[config.mk]
export PLATFORM = sky130hd
export DESIGN_NAME = vga_bounce_n
export DESIGN_NICKNAME = d
export VERILOG_FILES = /design/src/rtl/vga_bounce_n.sv
export SDC_FILE = /design/constraint.sdc
export NUM_CORES = 1
export LEC_CHECK = 0
export ABC_AREA = 1
export BUFFER_PORTS_ARGS = -buffer_cell sky130_fd_sc_hd__buf_2
export CORE_AREA = 5 5 123 125
export DETAILED_ROUTE_END_ITERATION = 12
export DIE_AREA = 0 0 128 130
export REMOVE_ABC_BUFFERS = 1
export SYNTH_ARGS = -nofsm -noshare
export SYNTH_HDL_FRONTEND = slang
export SYNTH_SLANG_ARGS = --single-unit
[constraint.sdc]
create_clock -name clk -period 4.1 [get_ports clk]
set_clock_uncertainty 0.2 [all_clocks]
set_input_delay 0.205 -clock clk [delete_from_list [all_inputs] [get_ports clk]]
set_output_delay 0.205 -clock clk [all_outputs]
set_load 0.02 [all_outputs]
[src/rtl/vga_bounce_n.sv]
// vga_bounce_n: 800x600@72 VGA generator drawing N_SQ bouncing squares on a magenta band background.
module vga_bounce_n #(
    parameter int H_ACTIVE    = 800,
    parameter int H_FP        = 56,
    parameter int H_SYNC      = 120,
    parameter int H_TOTAL     = 1040,
    parameter int V_ACTIVE    = 600,
    parameter int V_FP        = 37,
    parameter int V_SYNC      = 6,
    parameter int V_TOTAL     = 666,
    parameter int N_SQ        = 2,
    parameter int SQ_SIZE     = 100,
    parameter int SQ_Y        = 250,
    parameter int STEP        = 1,
    parameter int MOVE_FRAMES = 1
) (
    input  logic clk,
    input  logic rst,
    input  logic en,
    output logic h_sync,
    output logic v_sync,
    output logic red,
    output logic green,
    output logic blue,
    output logic bounce
);
    localparam int FW = MOVE_FRAMES > 1 ? $clog2(MOVE_FRAMES) : 1;
    localparam logic signed [12:0] HA = 13'(H_ACTIVE);
    localparam logic signed [12:0] SZ = 13'(SQ_SIZE);
    localparam logic signed [12:0] ST = 13'(STEP);
    localparam logic signed [12:0] ST2 = 13'(2 * STEP);
    localparam logic [2:0] PAL [6] = '{3'b011, 3'b110, 3'b010, 3'b100, 3'b001, 3'b111};

    logic [11:0] h_q, h_d;
    logic [10:0] v_q, v_d;
    logic [FW-1:0] f_q, f_d;
    logic [N_SQ-1:0][11:0] x_q, x_d;
    logic [N_SQ-1:0] dir_q, dir_d, in_x;
    logic hs_q, vs_q, bnc_q, eol, upd, mv, act, band;
    logic [2:0] rgb_q, rgb_d;

    assign eol = h_q == 12'(H_TOTAL - 1);
    assign upd = eol && v_q == 11'(V_ACTIVE - 1);
    assign mv  = upd && f_q == FW'(MOVE_FRAMES - 1);
    assign h_d = eol ? '0 : h_q + 12'd1;
    assign v_d = !eol ? v_q : v_q == 11'(V_TOTAL - 1) ? '0 : v_q + 11'd1;
    assign f_d = !upd ? f_q : mv ? '0 : f_q + FW'(1);

    // Walls need one STEP of room, neighbours two since both may close in together.
    for (genvar i = 0; i < N_SQ; i++) begin : g_sq
        logic signed [12:0] xs, gr, gl, nr, nl;
        logic ok;
        assign xs = $signed({1'b0, x_q[i]});
        if (i == N_SQ - 1) begin : g_wr
            assign gr = HA - (xs + SZ);
            assign nr = ST;
        end else begin : g_nr
            assign gr = $signed({1'b0, x_q[i+1]}) - (xs + SZ);
            assign nr = ST2;
        end
        if (i == 0) begin : g_wl
            assign gl = xs;
            assign nl = ST;
        end else begin : g_nl
            assign gl = xs - ($signed({1'b0, x_q[i-1]}) + SZ);
            assign nl = ST2;
        end
        assign ok       = dir_q[i] ? gr >= nr : gl >= nl;
        assign x_d[i]   = !mv || !ok ? x_q[i] : dir_q[i] ? x_q[i] + 12'(STEP) : x_q[i] - 12'(STEP);
        assign dir_d[i] = dir_q[i] ^ (mv && !ok);
        assign in_x[i]  = h_q >= x_q[i] && 13'(h_q) < 13'(x_q[i]) + 13'(SQ_SIZE);
    end

    assign act  = en && h_q < 12'(H_ACTIVE) && v_q < 11'(V_ACTIVE);
    assign band = v_q >= 11'(SQ_Y) && v_q < 11'(SQ_Y + SQ_SIZE);

    always_comb begin
        rgb_d = 3'b101;
        for (int i = N_SQ - 1; i >= 0; i--) rgb_d = band && in_x[i] ? PAL[i % 6] : rgb_d;
        rgb_d = act ? rgb_d : 3'b000;
    end

    always_ff @(posedge clk or posedge rst) begin
        if (rst) begin
            h_q   <= '0;
            v_q   <= '0;
            f_q   <= '0;
            hs_q  <= 1'b0;
            vs_q  <= 1'b0;
            rgb_q <= 3'b000;
            bnc_q <= 1'b0;
            for (int i = 0; i < N_SQ; i++) begin
                x_q[i]   <= 12'(i * (H_ACTIVE / N_SQ) + (H_ACTIVE / N_SQ - SQ_SIZE) / 2);
                dir_q[i] <= i % 2 == 0;
            end
        end else begin
            h_q   <= h_d;
            v_q   <= v_d;
            f_q   <= f_d;
            x_q   <= x_d;
            dir_q <= dir_d;
            hs_q  <= !(h_q >= 12'(H_ACTIVE + H_FP - 1) && h_q < 12'(H_ACTIVE + H_FP + H_SYNC - 1));
            vs_q  <= !(v_q >= 11'(V_ACTIVE + V_FP - 1) && v_q < 11'(V_ACTIVE + V_FP + V_SYNC - 1));
            rgb_q <= rgb_d;
            bnc_q <= mv && dir_d != dir_q;
        end
    end

    assign h_sync = hs_q;
    assign v_sync = vs_q;
    assign {red, green, blue} = rgb_q;
    assign bounce = bnc_q;
endmodule

==> flow_metrics.tcl, run 1 <==
set metrics [dict create \
    rsz0062_at_grt "false" \
    hold_depth 5 \
    pin_count 9 \
    fp.coreArea_mm2 0.0138 \
    critPathMostFrequentCell "nand2_1" \
    yosysSeqAreaShare_pct 23.1 \
    setup_viol 0 \
    drt-total-wl_um 15200 \
    ys.flop_type "dfrtp_1" \
    grt_pass1_vias 5150 \
    dp_hpwl_um 11900 \
    hp-start "en" \
    routabilityCongestion 0.843 \
    drt_iter0_drc 372 \
    cp-start-kind "register" \
    cts-root-buf "clkbuf_16" \
    netlist_instances 868 \
    antenna_found_initial 0 \
    powerDensity_mw_per_mm2 163 \
    critPathBufInv 1 \
    ys_async_sr_fraction_pct 100 \
    hp-class "input port to register" \
    clockBufferDepth 2 \
    ant_nets 0 \
    ir_drop_mv 0.198 \
    cp-end-kind "register" \
    leakagePower_nw 3.41 \
    netlist.area_leader.share_pct 19.2 \
    numCtsBuffers 5 \
    cts_tree "yes" \
    reg2reg_to "g_sq[1].xs[6]" \
    finish.utilization_pct 47.4 \
    fin_setup_tns_ns 0 \
    insertion_delay_ns 0.30 \
    ys_warn_count 0 \
    syn_area_per_cell_um2 7.06 \
    maxCapViolCount 0 \
    period_needed_ns 3.53 \
    chipHeight_um 130 \
    num_vias 5468 \
    drv_slew 0 \
    grt_max_degree 57 \
    crit_family "simple AND/OR/NAND/NOR gates" \
    grt_util_all_layers_pct 18.9 \
    critical_path_required_ns 4.09 \
    critPathKind "register to register" \
    syn_area_mm2 0.00613 \
    max_stage_delay_ns 0.57 \
    die_x_um 128 \
    nets 969 \
    area_delta_synth_final_pct 6.68 \
    hold_path_end "rgb_q[0]" \
    synthTopCellsByArea "dfrtp_1, ha_1, nand2_1" \
    antennaDiodeCount 0 \
    path_cells "inv_1 > ha_1 > ha_1 > fa_1 > nand2_1 > nand2_1 > nand3_1 > nand2_1 > nand2_1 > nand3_1 > nand2_1 > nor2_1 > nand3_1 > nand3_2 > nand2_2 > nand2_2 > nand2_1 > nand2_1" \
    crit_fanout 13 \
    drt_first_pass_iters 5 \
    synth_top_area_cell "dfrtp_1" \
    route.detailed.drc 0 \
    io_buffer_count 8 \
    max_freq_mhz 283 \
    synth_edf_count 0 \
    reg2reg_from "g_sq[0].gl[1]" \
    grt_pass1_wl_um 25500 \
    status "finished clean" \
    drive_gt1_share_pct 6.05 \
    r2r_cells 18 \
    r2r_slack_ns 0.57 \
    avgViaCountPerCell 5.18 \
    post_drt_wl_per_cell_um 14.4 \
    cpMaxStageDelayCell "dfstp_2" \
    fillers 1448 \
    rows 43 \
    grt_overflow_total 0 \
    worstMarginPinSlew_ns 0.734 \
    htreeDepth 2 \
    cts_num_sinks 56 \
    clkTransAtPathRegs_ns 0.07 \
    worstPathArrival_ns 3.53 \
    whs_ns 0.126 \
    initial_core_util_pct 44.5 \
    synth_cell_type_count 45 \
    hold_viol 0 \
    die_area_mm2 0.0166 \
    maxSlewHeadroom_pct 50.7 \
    fin_crit_sh_pct 86.2 \
    ys_ff_latch 56 \
]
-- stage by stage --
step	instances	setup slack [ns]	power [W]	instance area [µm²]
final	1056	0.566	0.00107	6540
after global placement	1047	0.642	0.000582	6360
after floorplan	854	0.998	0.000575	6050
after detailed placement	1047	0.582	0.000582	6360
after CTS	1056	0.556	0.00108	6540
after global routing	1056	0.298	0.00111	6540
-- tightest hold or removal path, delay by kind of cell --
family | cells | cell delay (ns)
and+or+nand+nor | 3 | 0.24
buffers and inverters | 1 | 0.10
AOI/OAI and AO/OA | 1 | 0.05
-- routing by layer --
layer / vias up / part of all wire (%) / GRT usage [%]
met1: 2499 / 49 / 25.6
met2: 88 / 46 / 31.7
li1: 2858 / - / -
met4: 0 / 1.7 / 5.12
met3: 23 / 3.4 / 2.50
met5: - / 0 / 0
-- kinds of logic after synthesis --
| group | share of synthesized area (%) |
|---|---|
| compound gates | 8.70 |
| xor+xnor | 8.41 |
| fa+ha+maj | 18.8 |
| buf+inv | 9.09 |
| flops | 23.1 |
| simple gates | 31.9 |
-- worst max-delay path by stage --
stage / start / slack (ns) / to / cells after the start
final: g_sq[0].gl[1] / 0.57 / g_sq[1].xs[6] / 18
after floorplan: g_sq[0].gl[1] / 1.0 / g_sq[1].xs[0] / 18
after detailed placement: g_sq[0].gl[1] / 0.58 / g_sq[1].xs[3] / 18
after CTS: g_sq[0].gl[1] / 0.56 / g_sq[1].xs[3] / 18
after global placement: g_sq[0].gl[1] / 0.64 / g_sq[1].xs[10] / 18
after global routing: g_sq[0].gl[1] / 0.30 / g_sq[1].xs[3] / 18
-- area by class of cell --
class,count,area [µm²],area share [%]
clock inverters,2,38.8,0.594
well taps,180,225,3.45
flip-flops and latches,56,1410,21.6
inverters,127,477,7.29
clock buffers,6,129,1.97
multi-input cells,671,4170,63.7
repair buffers,14,87.6,1.34
-- power by group --
group	leakage (nW)	internal, W	switching (W)
Combinational	2.61	0.00000334	0.0000139
Sequential	0.720	0.000553	0.000000249
Clock	0.0815	0.000291	0.000206
Total	3.41	0.000848	0.000220
-- cell usage in the layout, fill, tap and decap left out, types with 2 or more instances in the layout --
cell and count:
nand2_1 215, inv_1 124, ha_1 89, nor2_1 81
nand3_1 69, xor2_1 47, dfrtp_1 47, a21oi_1 44
nand4_1 23, o21ai_0 17, nor3_1 16, xnor2_1 10
dfstp_2 9, buf_2 8, a211oi_1 7, nand2_2 7
nand3_2 6, nor4_1 5, clkbuf_16 5, buf_4 5
a21o_1 4, o21bai_1 4, o31ai_1 3, nor3_4 2
nand3b_1 2, clkinv_1 2, o2111ai_1 2, fa_1 2
-- state kept, by name, summed over array words and instances, names as in the netlist, 2 cells and up --
name / cells
g_sq.gl: 12
g_sq.xs: 12
h_q: 12
v_q: 11
rgb_q: 3
dir_q: 2
-- synth_stat cells (all sizes together), types with 10 or more instances --
master  count
nand2     222
inv       125
ha         89
nor2       84
nand3      75
xor2       48
dfrtp      47
a21oi      45
nand4      24
nor3       18
o21ai      17
buf        10
xnor2      10
-- what timing repair did --
action | 4_1_cts | 5_1_grt
hold buffers | 1 | 0
endpoints found under the hold margin | 47 | 0
buffers inserted | 0 | 0
gates resized for setup | 0 | 0
No activity file was read; power rests on OpenSTA's default activity.
==> run 2, diff against run 1 <==
--- a/config.mk
+++ b/config.mk
@@ -5,11 +5,11 @@
 export SDC_FILE = /design/constraint.sdc
 export NUM_CORES = 1
 export LEC_CHECK = 0
-export ABC_AREA = 1
 export BUFFER_PORTS_ARGS = -buffer_cell sky130_fd_sc_hd__buf_2
-export CORE_AREA = 5 5 123 125
+export CORE_AREA = 5 5 100 140
+export CTS_BUF_LIST = sky130_fd_sc_hd__clkbuf_16
 export DETAILED_ROUTE_END_ITERATION = 12
-export DIE_AREA = 0 0 128 130
+export DIE_AREA = 0 0 105 145
 export REMOVE_ABC_BUFFERS = 1
 export SYNTH_ARGS = -nofsm -noshare
 export SYNTH_HDL_FRONTEND = slang
==> run 2 against run 1 <==
Compared with the run above:
- critical endpoint is now g_sq[0].gl[1]
- final cell count shrank 22%
- largest power group unchanged
- clock power down 13%
- count of clock-buffer cells in the layout fell by 1
- highest routed layer unchanged
- die area fell by 8.5%
- synthesized cell count is 26% lower
- sequential power about the same
- critical path depth fell by 4
- flip-flop and latch count did not move
==> flow_metrics.tcl, run 2 <==
set metrics [dict create \
    ir_drop_mv 0.137 \
    chipHeight_um 145 \
    cts-root-buf "clkbuf_16" \
    syn_area_per_cell_um2 8.65 \
    avgViaCountPerCell 5.92 \
    num_vias 4873 \
    grt_util_all_layers_pct 19.0 \
    grt_pass1_vias 4904 \
    routabilityCongestion 0.856 \
    grt_max_degree 32 \
    drt_first_pass_iters 5 \
    antenna_found_initial 0 \
    cts_tree "yes" \
    yosysSeqAreaShare_pct 25.4 \
    ys_async_sr_fraction_pct 100 \
    leakagePower_nw 2.65 \
    grt_overflow_total 0 \
    ys_warn_count 0 \
    rows 49 \
    ys.flop_type "dfrtp_1" \
    period_needed_ns 3.90 \
    post_drt_wl_per_cell_um 17.6 \
    drt_iter0_drc 244 \
    final_common_cell "ha_1" \
    max_freq_mhz 256 \
    cp-start-kind "register" \
    hp-class "input port to register" \
    path_cells "inv_1 > ha_1 > ha_2 > fa_2 > a21o_1 > a221o_1 > a211o_1 > a221oi_2 > nand4_2 > buf_4 > o21ai_4 > buf_4 > a21oi_2 > o22a_1" \
    io_buffer_count 8 \
    fin_crit_sh_pct 95.2 \
    worstMarginPinSlew_ns 0.912 \
    layout.cells.non_filler 823 \
    drt-total-wl_um 14500 \
    ant_nets 0 \
    synth.most_common_cell "ha_1" \
    netlist.area_leader.share_pct 21.2 \
    yosys-top-cells-count "ha_1, inv_1, dfrtp_1" \
    cp-endpoint "g_sq[0].gl[1]" \
    synthTopCellsByArea "dfrtp_1, ha_1, xnor2_1" \
    critPathKind "register to register" \
    fin_setup_tns_ns 0 \
    crit_fanout 6 \
    cts_num_sinks 56 \
    antennaDiodeCount 0 \
    synth_top_area_cell "dfrtp_1" \
    area_delta_synth_final_pct 9.85 \
    insertion_delay_ns 0.30 \
    numCtsBuffers 5 \
    worstPathArrival_ns 3.93 \
    reg2reg_to "g_sq[0].gl[1]" \
    maxCapViolCount 0 \
    grt_pass1_wl_um 24100 \
    clockBufferDepth 2 \
    setup_viol 0 \
    cpMaxStageDelayCell "dfstp_2" \
    initial_core_util_pct 44.0 \
    status "finished clean" \
    route.detailed.drc 0 \
    syn_area_mm2 0.00555 \
    reg2reg_from "g_sq[0].gl[1]" \
    fp.coreArea_mm2 0.0126 \
    clkTransAtPathRegs_ns 0.07 \
    crit_start "g_sq[0].gl[1]" \
    dp_hpwl_um 11500 \
    die_x_um 105 \
    drive_gt1_share_pct 10.9 \
    synth_cell_type_count 67 \
    fin_total_pwr_w 0.00101 \
    netlist_instances 642 \
    r2r_slack_ns 0.20 \
    powerDensity_mw_per_mm2 165 \
    cp-end-kind "register" \
    layout_common_cells "ha_1, inv_1, dfrtp_1" \
    ys_ff_latch 56 \
    r2r_cells 14 \
    hold_viol 0 \
    max_stage_delay_ns 0.56 \
    drv_slew 0 \
    pin_count 9 \
    critPathMostFrequentCell "buf_4" \
    htreeDepth 2 \
    maxSlewHeadroom_pct 38.3 \
    critical_path_required_ns 4.13 \
    dp_cells 812 \
    synth_edf_count 0 \
    rsz0062_at_grt "false" \
    nets 763 \
    die_area_mm2 0.0152 \
]
## run 2: cell count changes in the layout (fill, tap and decap cells not counted), moves of 33 or more
cell | before | now
xnor2_1 | 10 | 43
nand2_1 | 215 | 41
nand3_1 | 69 | 29
xor2_1 | 47 | 12
inv_1 | 124 | 54
nor2_1 | 81 | 33
## run 2: cell type report
cell class              instances  area, µm²
inverters                      57        214
fillers                      1221       6530
multi-input cells             514       3880
well taps                     153        191
clock inverters                 3       18.8
repair buffers                 35        258
flip-flops and latches         56       1410
clock buffers                   5        125
## run 2: what timing repair did
| action | 4_1_cts | 5_1_grt |
|---|---|---|
| cloned | 0 | 0 |
| endpoints found under the hold margin | 17 | 0 |
| hold buffers | 1 | 0 |
| gates resized for setup | 1 | 7 |
| setup endpoints to repair | 1 | 15 |
| setup buffers | 0 | 2 |
| pin swaps | 0 | 4 |
## run 2: power breakdown
| part | internal (W) | switching, W |
|---|---|---|
| combinational | 0.00000357 | 0.0000138 |
| clock | 0.000225 | 0.000209 |
| sequential | 0.000553 | 0.000000209 |
| total | 0.000782 | 0.000223 |
## run 2: stage by stage
| step | util, % | setup slack [ns] | area (µm²) | hold slack [ns] |
|---|---|---|---|---|
| 3_3_place_gp | 46.6 | 0.0642 | 5890 | 0.103 |
| 5_1_grt | 48.3 | 0.0207 | 6100 | 0.200 |
| 3_5_place_dp | 46.6 | -0.00931 | 5890 | 0.0985 |
| 6_report | 48.3 | 0.197 | 6100 | 0.176 |
| 2_1_floorplan | - | 0.202 | 5480 | 0.272 |
| 4_1_cts | 47.9 | 0.0651 | 6050 | 0.171 |
## run 2: cell families (layout without fill, tap and decap cells)
group / after synthesis / in the layout / share of synthesized area, %
adders and majority gates: 91 / 91 / 20.8
and+or+nand+nor: 196 / 196 / 18.5
AOI/OAI and AO/OA: 162 / 162 / 19.5
DFF: 56 / 56 / 25.4
muxes: 10 / 10 / 1.83
buffers and inverters: 72 / 100 / 5.23
xor gates and xnor gates: 55 / 55 / 8.68
## run 2: worst min path at each step
| stage | startpoint | slack (ns) | cells after the start | end |
|---|---|---|---|---|
| global placement | rst | 0.10 | 2 | g_sq[1].xs[4] |
| detailed placement | rst | 0.1 | 2 | g_sq[1].xs[7] |
| floorplan | dir_q[1] | 0.27 | 1 | dir_q[1] |
| CTS | en | 0.17 | 4 | rgb_q[0] |
| finish | en | 0.18 | 4 | rgb_q[0] |
| global route | en | 0.20 | 4 | rgb_q[0] |
## run 2: worst max-delay path: cells and delay by family, from the launching register on
kind                     cells  cell delay [ns]
AND/OR/NAND/NOR              1             0.15
AO/OA/AOI/OAI                7             1.61
adder cells (fa/ha/maj)      3             0.87
flip-flops                   1             0.56
buffers and inverters        3             0.42
## run 2: metal layers
layer  GRT usage (%)  vias up  wire, µm
li1                -     2396         -
met1            21.7     2333      5690
met2            35.1      105      7820
met3            2.62       39       521
met4            7.68        0       491
met5               0        -         0
